## config.mk

```make
export PLATFORM = sky130hd
export DESIGN_NAME = mem_access_unit
export DESIGN_NICKNAME = d
export VERILOG_FILES = /design/src/rtl/mem_access_pkg.sv /design/src/rtl/mem_lane_align.sv /design/src/rtl/mem_access_unit.sv
export SDC_FILE = /design/constraint.sdc
export NUM_CORES = 1
export LEC_CHECK = 0
export BUFFER_PORTS_ARGS = -buffer_cell sky130_fd_sc_hd__buf_2
export CAP_MARGIN = 0
export CORE_MARGIN = 3
export CORE_UTILIZATION = 44
export CTS_BUF_LIST = sky130_fd_sc_hd__clkbuf_16
export DETAILED_ROUTE_END_ITERATION = 10
export PLACE_DENSITY_LB_ADDON = 0.12
export SYNTH_ARGS = -nofsm -noshare
export SYNTH_HDL_FRONTEND = slang
export SYNTH_HIERARCHICAL = 1
export SYNTH_SLANG_ARGS = --single-unit
```

## constraint.sdc

```tcl
create_clock -name i_clk -period 2 [get_ports i_clk]
set_clock_uncertainty 0.1 [all_clocks]
set_input_delay 0 -clock i_clk [delete_from_list [all_inputs] [get_ports i_clk]]
set_output_delay 0 -clock i_clk [all_outputs]
set_load 0.03 [all_outputs]
```

## src/rtl/mem_access_pkg.sv

```systemverilog
// Shared types for the memory access unit.
// Holds size/state encodings, data word width, request lane bundle.
package mem_access_pkg;

    localparam int SLOT_SIZE = 32;

    typedef enum logic [1:0] {
        SZ_BYTE = 2'b00,
        SZ_HALF = 2'b01,
        SZ_WORD = 2'b10,
        SZ_ILL  = 2'b11
    } size_e;

    typedef enum logic [1:0] {
        S_IDLE  = 2'b00,
        S_LOAD  = 2'b01,
        S_RMW   = 2'b10,
        S_STORE = 2'b11
    } state_e;

    typedef struct packed {
        size_e      size;
        logic       uns;
        logic [1:0] off;
    } lane_req_t;

endpackage

```

## src/rtl/mem_lane_align.sv

```systemverilog
// Lane extract/extend for loads and byte/half merge for stores.
// Ports: i_rdata memory word, i_wdata store data, i_req size/sign/offset; o_load, o_merged.
module mem_lane_align
    import mem_access_pkg::*;
(
    input  logic [SLOT_SIZE-1:0] i_rdata,
    input  logic [SLOT_SIZE-1:0] i_wdata,
    input  lane_req_t            i_req,
    output logic [SLOT_SIZE-1:0] o_load,
    output logic [SLOT_SIZE-1:0] o_merged
);

    logic [4:0]           sh_amt;
    logic [SLOT_SIZE-1:0] lane;
    logic [SLOT_SIZE-1:0] mask;
    logic                 sx;

    assign sh_amt = {i_req.off, 3'b000};
    assign lane   = i_rdata >> sh_amt;

    always_comb begin
        o_load = lane;
        mask   = '1;
        sx     = 1'b0;
        unique case (1'b1)
            (i_req.size == SZ_BYTE): begin
                sx     = ~i_req.uns & lane[7];
                o_load = {{24{sx}}, lane[7:0]};
                mask   = 32'h0000_00ff << sh_amt;
            end
            (i_req.size == SZ_HALF): begin
                sx     = ~i_req.uns & lane[15];
                o_load = {{16{sx}}, lane[15:0]};
                mask   = 32'h0000_ffff << sh_amt;
            end
            default: ;
        endcase
    end

    // word case: mask is all ones, shift is zero, so merged == wdata
    assign o_merged = (i_rdata & ~mask) | ((i_wdata << sh_amt) & mask);

endmodule

```

## src/rtl/mem_access_unit.sv

```systemverilog
// Load/store unit in front of a word-addressed data_memory.
// Ports: valid/ready request (rd, wr, size, unsigned, addr, wdata), o_rdata/o_done/o_misaligned, o_mem_* memory side.
module mem_access_unit
    import mem_access_pkg::*;
#(
    parameter int ADDR_SIZE = 5,
    parameter int SLOT_SIZE = mem_access_pkg::SLOT_SIZE
) (
    input  logic                 i_clk,
    input  logic                 i_reset,
    input  logic                 i_valid,
    output logic                 o_ready,
    input  logic                 i_mem_rd,
    input  logic                 i_mem_wr,
    input  logic [1:0]           i_size,
    input  logic                 i_unsigned,
    input  logic [ADDR_SIZE+1:0] i_addr,
    input  logic [SLOT_SIZE-1:0] i_wdata,
    output logic [SLOT_SIZE-1:0] o_rdata,
    output logic                 o_done,
    output logic                 o_misaligned,
    output logic                 o_mem_wr_rd,
    output logic [ADDR_SIZE-1:0] o_mem_addr,
    output logic [SLOT_SIZE-1:0] o_mem_wdata,
    input  logic [SLOT_SIZE-1:0] i_mem_rdata
);

    state_e               state_q;
    state_e               state_d;
    lane_req_t            req_q;
    lane_req_t            req_d;
    logic [SLOT_SIZE-1:0] wdata_q;
    logic [SLOT_SIZE-1:0] load_data;
    logic [SLOT_SIZE-1:0] merged;
    size_e                size_in;
    logic                 accept;
    logic                 illegal;
    logic                 go;

    assign size_in     = size_e'(i_size);
    assign o_ready     = (state_q == S_IDLE);
    assign o_mem_wr_rd = (state_q == S_STORE);
    assign accept      = i_valid & o_ready;
    assign req_d       = {size_in, i_unsigned, i_addr[1:0]};

    assign illegal = (i_mem_rd & i_mem_wr)
                   | (size_in == SZ_ILL)
                   | ((size_in == SZ_HALF) & i_addr[0])
                   | ((size_in == SZ_WORD) & (i_addr[1:0] != 2'b00));

    // go: a legal request that actually touches memory
    assign go = accept & ~illegal & (i_mem_rd | i_mem_wr);

    mem_lane_align u_align (
        .i_rdata  (i_mem_rdata),
        .i_wdata  (wdata_q),
        .i_req    (req_q),
        .o_load   (load_data),
        .o_merged (merged)
    );

    always_comb begin
        state_d = state_q;
        case (state_q)
            S_IDLE: begin
                if (go) begin
                    if (i_mem_rd) begin
                        state_d = S_LOAD;
                    end else if (size_in == SZ_WORD) begin
                        state_d = S_STORE;
                    end else begin
                        state_d = S_RMW;
                    end
                end
            end
            S_LOAD:  state_d = S_IDLE;
            S_RMW:   state_d = S_STORE;
            S_STORE: state_d = S_IDLE;
            default: state_d = S_IDLE;
        endcase
    end

    always_ff @(posedge i_clk or negedge i_reset) begin
        if (!i_reset) begin
            state_q      <= S_IDLE;
            req_q        <= '0;
            wdata_q      <= '0;
            o_rdata      <= '0;
            o_done       <= 1'b0;
            o_misaligned <= 1'b0;
            o_mem_addr   <= '0;
            o_mem_wdata  <= '0;
        end else begin
            state_q      <= state_d;
            o_done       <= 1'b0;
            o_misaligned <= 1'b0;
            if (accept) begin
                req_q        <= req_d;
                wdata_q      <= i_wdata;
                // errors and no-ops complete without leaving IDLE
                o_done       <= ~go;
                o_misaligned <= illegal;
            end
            if (go) begin
                o_mem_addr  <= i_addr[ADDR_SIZE+1:2];
                o_mem_wdata <= i_wdata;
            end
            case (state_q)
                S_LOAD: begin
                    o_rdata <= load_data;
                    o_done  <= 1'b1;
                end
                S_RMW:   o_mem_wdata <= merged;
                S_STORE: o_done <= 1'b1;
                default: ;
            endcase
        end
    end

endmodule

```

After elaboration in Yosys (flattened, before gate mapping)
Cells that the tools add are included.
{"block": "word_totals", "regBits": 110, "input_bits": 79, "output_inout_bits": 73, "wordCells": 57}
{"block": "op_classes", "eq_ne": 8, "n_shift": 4, "mux": 11, "bitwise_logic": 19, "reduce_logical": 5}
{"operator": "$pmux 32 s2", "count": 2}
{"operator": "$and 32x32->32", "count": 2}
{"operator": "$mux 32", "count": 2}
{"operator": "$not 32->32", "count": 1}
{"operator": "$or 32x32->32", "count": 1}
{"operator": "$shl 16x5->32 const A", "count": 1}
{"operator": "$shl 32x5->32", "count": 1}
{"operator": "$shl 8x5->32 const A", "count": 1}
{"operator": "$shr 32x5->32", "count": 1}
{"operator": "$and 1x1->1", "count": 8}
{"operator": "$eq 2x2->1 const B", "count": 4}
{"operator": "$eq 2x1->1 const B", "count": 3}
{"operator": "$pmux 2 s3", "count": 1}
{"operator": "$logic_not 2->1", "count": 2}
{"operator": "$mux 1", "count": 4}
{"operator": "$mux 2", "count": 2}
{"operator": "$or 1x1->1", "count": 4}
{"operator": "$reduce_bool 2->1", "count": 2}
{"operator": "$not 1->1", "count": 3}
{"operator": "$ne 2x1->1 const B", "count": 1}
{"operator": "$reduce_or 2->1", "count": 1}

Longest topological paths before layout
{"block": "logic_depth", "word_depth": 10, "depth_mapped": 8}

By module
Netlist, hierarchy kept.
{"mod": "mem_access_unit", "n_inst": 1, "cells_each": 365, "area_per_inst_um2": 4408.0}
{"mod": "mem_lane_align", "n_inst": 1, "cells_each": 218, "area_per_inst_um2": 1667.8}

Worst setup path after synthesis
OpenSTA, ideal clock, no wires.
{"block": "synth_timing", "kind": "reg-to-reg", "startpoint": "register req_q[1] (netlist bit)", "endpoint": "register o_rdata[31]", "setup_time_ps": 128, "arrival_time_ps": 1660, "required_ps": 1772, "path_slack_ps": 113, "stages_incl_launch_ff": 7, "path_buffers": 2, "synth_period_minus_slack_ps": 1887, "path_cell_list": "dfrtp_1 -> buf_6 -> mux2_4 -> a22oi_2 -> buf_6 -> nand3_1 -> mux2_1"}
{"block": "synth_between", "elab_chain_len": 3}
{"element": "from (decl)", "line": "mem_access_unit.sv:30", "text": "lane_req_t req_q;"}
{"element": "from (signal assigned)", "line": "mem_access_unit.sv:98", "text": "req_q <= req_d;"}
{"element": "$shr 32x5->32 *", "line": "mem_lane_align.sv:19", "text": "assign lane = i_rdata >> sh_amt;"}
{"element": "$and 1x1->1, on equally long branches", "line": "mem_lane_align.sv:32, mem_lane_align.sv:27"}
{"element": "$pmux 32 s2 *", "line": "mem_lane_align.sv:25", "text": "unique case (1'b1)"}
{"element": "named net load_data[31]", "line": "mem_access_unit.sv:33", "text": "logic [SLOT_SIZE-1:0] load_data;"}
{"element": "to (signal assigned)", "line": "mem_access_unit.sv:110", "text": "o_rdata <= load_data;"}
{"element": "to (decl)", "line": "mem_access_unit.sv:19", "text": "output logic [SLOT_SIZE-1:0] o_rdata,"}
Mark *: on every way through the listed nets, which the timed path passes. The rest lies on a longest branch.
A chain may end at the register's enable or synchronous reset.

Worst setup path after layout
{"block": "layout_timing", "startpoint": "register state_q[1]", "endpoint": "register o_done"}
{"block": "layout_between", "elab_chain_len": 7}
{"element": "from (decl)", "line": "mem_access_unit.sv:28", "text": "state_e state_q;"}
{"element": "from (signal assigned)", "line": "mem_access_unit.sv:94", "text": "state_q <= state_d;"}
{"element": "$logic_not 2->1", "line": "mem_access_unit.sv:41", "text": "assign o_ready = (state_q == S_IDLE);"}
{"element": "$and 1x1->1", "line": "mem_access_unit.sv:43", "text": "assign accept = i_valid & o_ready;"}
{"element": "$and 1x1->1 (2 in a row)", "line": "mem_access_unit.sv:52", "text": "assign go = accept & ~illegal & (i_mem_rd | i_mem_wr);"}
{"element": "$not 1->1", "line": "mem_access_unit.sv:101", "text": "o_done <= ~go;"}
{"element": "$mux 1", "line": "mem_access_unit.sv:97", "text": "if (accept) begin"}
{"element": "$mux 1 *", "line": "mem_access_unit.sv:108", "text": "case (state_q)"}
{"element": "to (signal assigned)", "line": "mem_access_unit.sv:101"}
{"element": "to (decl)", "line": "mem_access_unit.sv:20", "text": "output logic o_done,"}
Mark *: on every way between the ends. The rest lies on a longest branch, timed or not.

==> results.json <==
{
  "outcome": "completed",
  "post_dp_cell_area_sq_um": 7101,
  "drc": 0,
  "clkSinkCount": 110,
  "cts_buffers": 9,
  "async_flop_share_pct": 100.0,
  "syn-num-nets": 662,
  "synth_ff_type": "dfrtp_1",
  "ys_seq_area_share_pct": 45.30,
  "final_layout_size_suffix_gt1_share_pct": 36.52,
  "cts.htree.levels": 3,
  "avgViaCountPerCell": 5.508,
  "synth_xor_area_share_pct": 0.1442,
  "coreArea_sq_um": 13350,
  "start_util_pct": 45.52,
  "ys_top_cells_by_count": "110 x dfrtp_1, 105 x nand2_1, 83 x mux2_2, 39 x mux2i_1, 39 x nor2_1",
  "max_stage_delay_ns": 0.54,
  "cts_tree": "yes",
  "hold_viol": 0,
  "p_per_area_nw_per_um2": 1284,
  "setup_tns_ns": 0,
  "grt_use_total_pct": 24.58,
  "grt-ovfl-total": 0,
  "fin_crit_sh_pct": 96.85,
  "synth.most_common_cell": "dfrtp_1",
  "slew_violations": 0,
  "die_h_um": 123.5,
  "min_period_ns": 1.937,
  "vias": 5343,
  "yosysTopAreaCellShare_pct": 45.30,
  "synth.largest_area_cell": "dfrtp_1",
  "antenna_found_initial": 0,
  "pwr-share-comb_pct": 47.6,
  "cpMaxStageDelayCell": "dlygate4sd3_1",
  "power.leakage_uw": 0.003808,
  "clock_latency_ns": 0.35,
  "synth_fa_ha_area_share_pct": 0,
  "yosysWarnings": 6,
  "dieArea_sq_um": 15250,
  "stdcell_count": 970,
  "hpwl_mm": 13.07,
  "clock_power_share_pct": 17.4,
  "postLayoutCellArea_sq_um": 8039,
  "swShare_pct": 42.66,
  "rows": 42,
  "ios": 152,
  "grt_first_pass_wirelength_mm": 28.44,
  "synth-compound-area-share_pct": 12.42,
  "end_kind": "flop",
  "cts_buffer_depth": 2,
  "slew_headroom_pct": 57.70,
  "synthSimpleGateAreaFrac_pct": 13.63,
  "synthDistinctLibCells": 40,
  "p_switching_uw": 4403,
  "ant_nets": 0,
  "cp-start-kind": "flop",
  "syn-mean-instance-area_sq_um": 10.42,
  "hold_path.class": "in -> reg",
  "required_ns": 2.14,
  "finalPower_uw": 10320,
  "dp_cells": 890,
  "path_clk_slew_ns": 0.07,
  "nets": 868,
  "port_buffers": 151,
  "first_global_vias": 5100,
  "syn_inst": 583,
  "wl_per_cell_um": 19.25,
  "internal-power_uw": 5918,
  "yosys-top-cells-area": "dfrtp_1 45%, mux2_2 15%, nand2_1 6.5%",
  "cap_violations": 0,
  "drt-pass1-iter-count": 5,
  "synth_mux_area_share_pct": 24.09,
  "crit_type": "reg -> reg",
  "grt_setup_unrepaired": "false",
  "area_delta_synth_final_pct": 32.31,
  "drt_iter0_drc": 409,
  "root_buffer": "clkbuf_16",
  "fmax_mhz": 516.3,
  "finalWeightedCongestion": 0.8928,
  "setup_viol": 0,
  "synth_edf_count": 0,
  "grt_max_degree": 67,
  "synth_top_family_by_area": "multiplexers",
  "ys_ff_latch": 110,
  "die_w_um": 123.5,
  "worstPathCellList": "nor3b_4 > o211ai_2 > a31o_1 > dlygate4sd3_1",
  "syn-cell-area_sq_um": 6076,
  "cp_max_fo": 5,
  "tightestPinTransition_ns": 0.6318,
  "insertedDiodeCount": 0,
  "seq_power_share_pct": 34.9,
  "routed_wl_mm": 18.67,
  "max-vdd-ir-drop_mv": 0.5967,
  "cp.arrival_ns": 2.08
}
final cells by class:
class                      count  area, sq um
fill                        1127         5309
multi-input combinational    426         3070
sequential                   110         2759
timing repair buffer         238         1684
clock buffer                   9        225.2
tap                          176        220.2
clock inverter                 7        65.06
inverter                       4        15.01
power by group through the flow:
| stage | combinational [uW] | clock (uW) | sequential (uW) |
|---|---|---|---|
| 3_3_place_gp | 4740 | 0 | 3610 |
| 3_5_place_dp | 4820 | 0 | 3630 |
| 2_1_floorplan | 2100 | 0 | 4780 |
| 4_1_cts | 4930 | 1840 | 3600 |
| 6_report | 4920 | 1800 | 3600 |
| 5_1_grt | 5280 | 1930 | 3690 |
placed cells by master, fill, tap and decap left out, types with 15 or more instances in the layout:
cell type      count
buf_2            150
dfrtp_1          105
nand2_1          104
mux2_2            82
dlygate4sd3_1     64
mux2i_1           39
nor2_1            38
a31oi_1           33
nand3_1           18
a21oi_1           16
o2bb2ai_1         16
buf_4             15
critical path: cells and delay by family, from the launching register on:
family	cells	cell delay (ns)
DFF	1	0.46
and+or+nand+nor	1	0.31
AOI/OAI and AO/OA	2	0.41
buffers and inverters	1	0.54
final timing paths:
check	from	end	slack (ns)	cells past startpoint
worst max register to register	state_q[1]	o_done	0.06	4
min in group asynchronous	i_reset	o_done	0.07	2
max in group asynchronous	i_reset	o_mem_wdata[16]	1.01	3
worst min register to register	o_mem_addr[4]	o_mem_addr[4]	0.39	2
worst max-delay path	state_q[1]	o_done	0.06	4
worst min-delay path	i_mem_rdata[3]	o_mem_wdata[3]	0.01	5
registers in the layout, indices dropped and copies added, names as in the netlist:
name / cells
wdata_q: 32
state_q: 2
req_q: 5
o_mem_wdata: 32
o_mem_addr: 5
o_done: 1
o_misaligned: 1
o_rdata: 32
kinds of logic after synthesis:
family,count (synthesis)
xor+xnor,1
mux,134
simple gates,190
flops,110
compound gates,101
buf+inv,47
per-stage QoR:
stage	hold slack (ns)	setup slack (ns)	util (%)
after floorplan	-0.3956	0.1128	-
after global placement	-0.06067	0.08619	53.20
after detailed placement	-0.06005	0.07916	53.20
after CTS	0.002382	0.03515	60.17
after global routing	0.02376	0.002230	60.23
final	0.01020	0.06306	60.23
routing by layer:
metal	global-route usage (%)	vias up	wire length, um
met5	0	-	0
met3	4.895	28	1047
met1	33.86	2625	8334
met4	6.644	0	285
li1	-	2481	-
met2	39.65	209	9002
repair_timing:
item / 4_1_cts / 5_1_grt
endpoints found under the setup margin: 0 / 8
setup buffers: 0 / 0
hold buffers: 64 / 0
endpoints found under the hold margin: 126 / 0
gates resized for setup: 0 / 4
No activity file was read; power rests on OpenSTA's default activity.
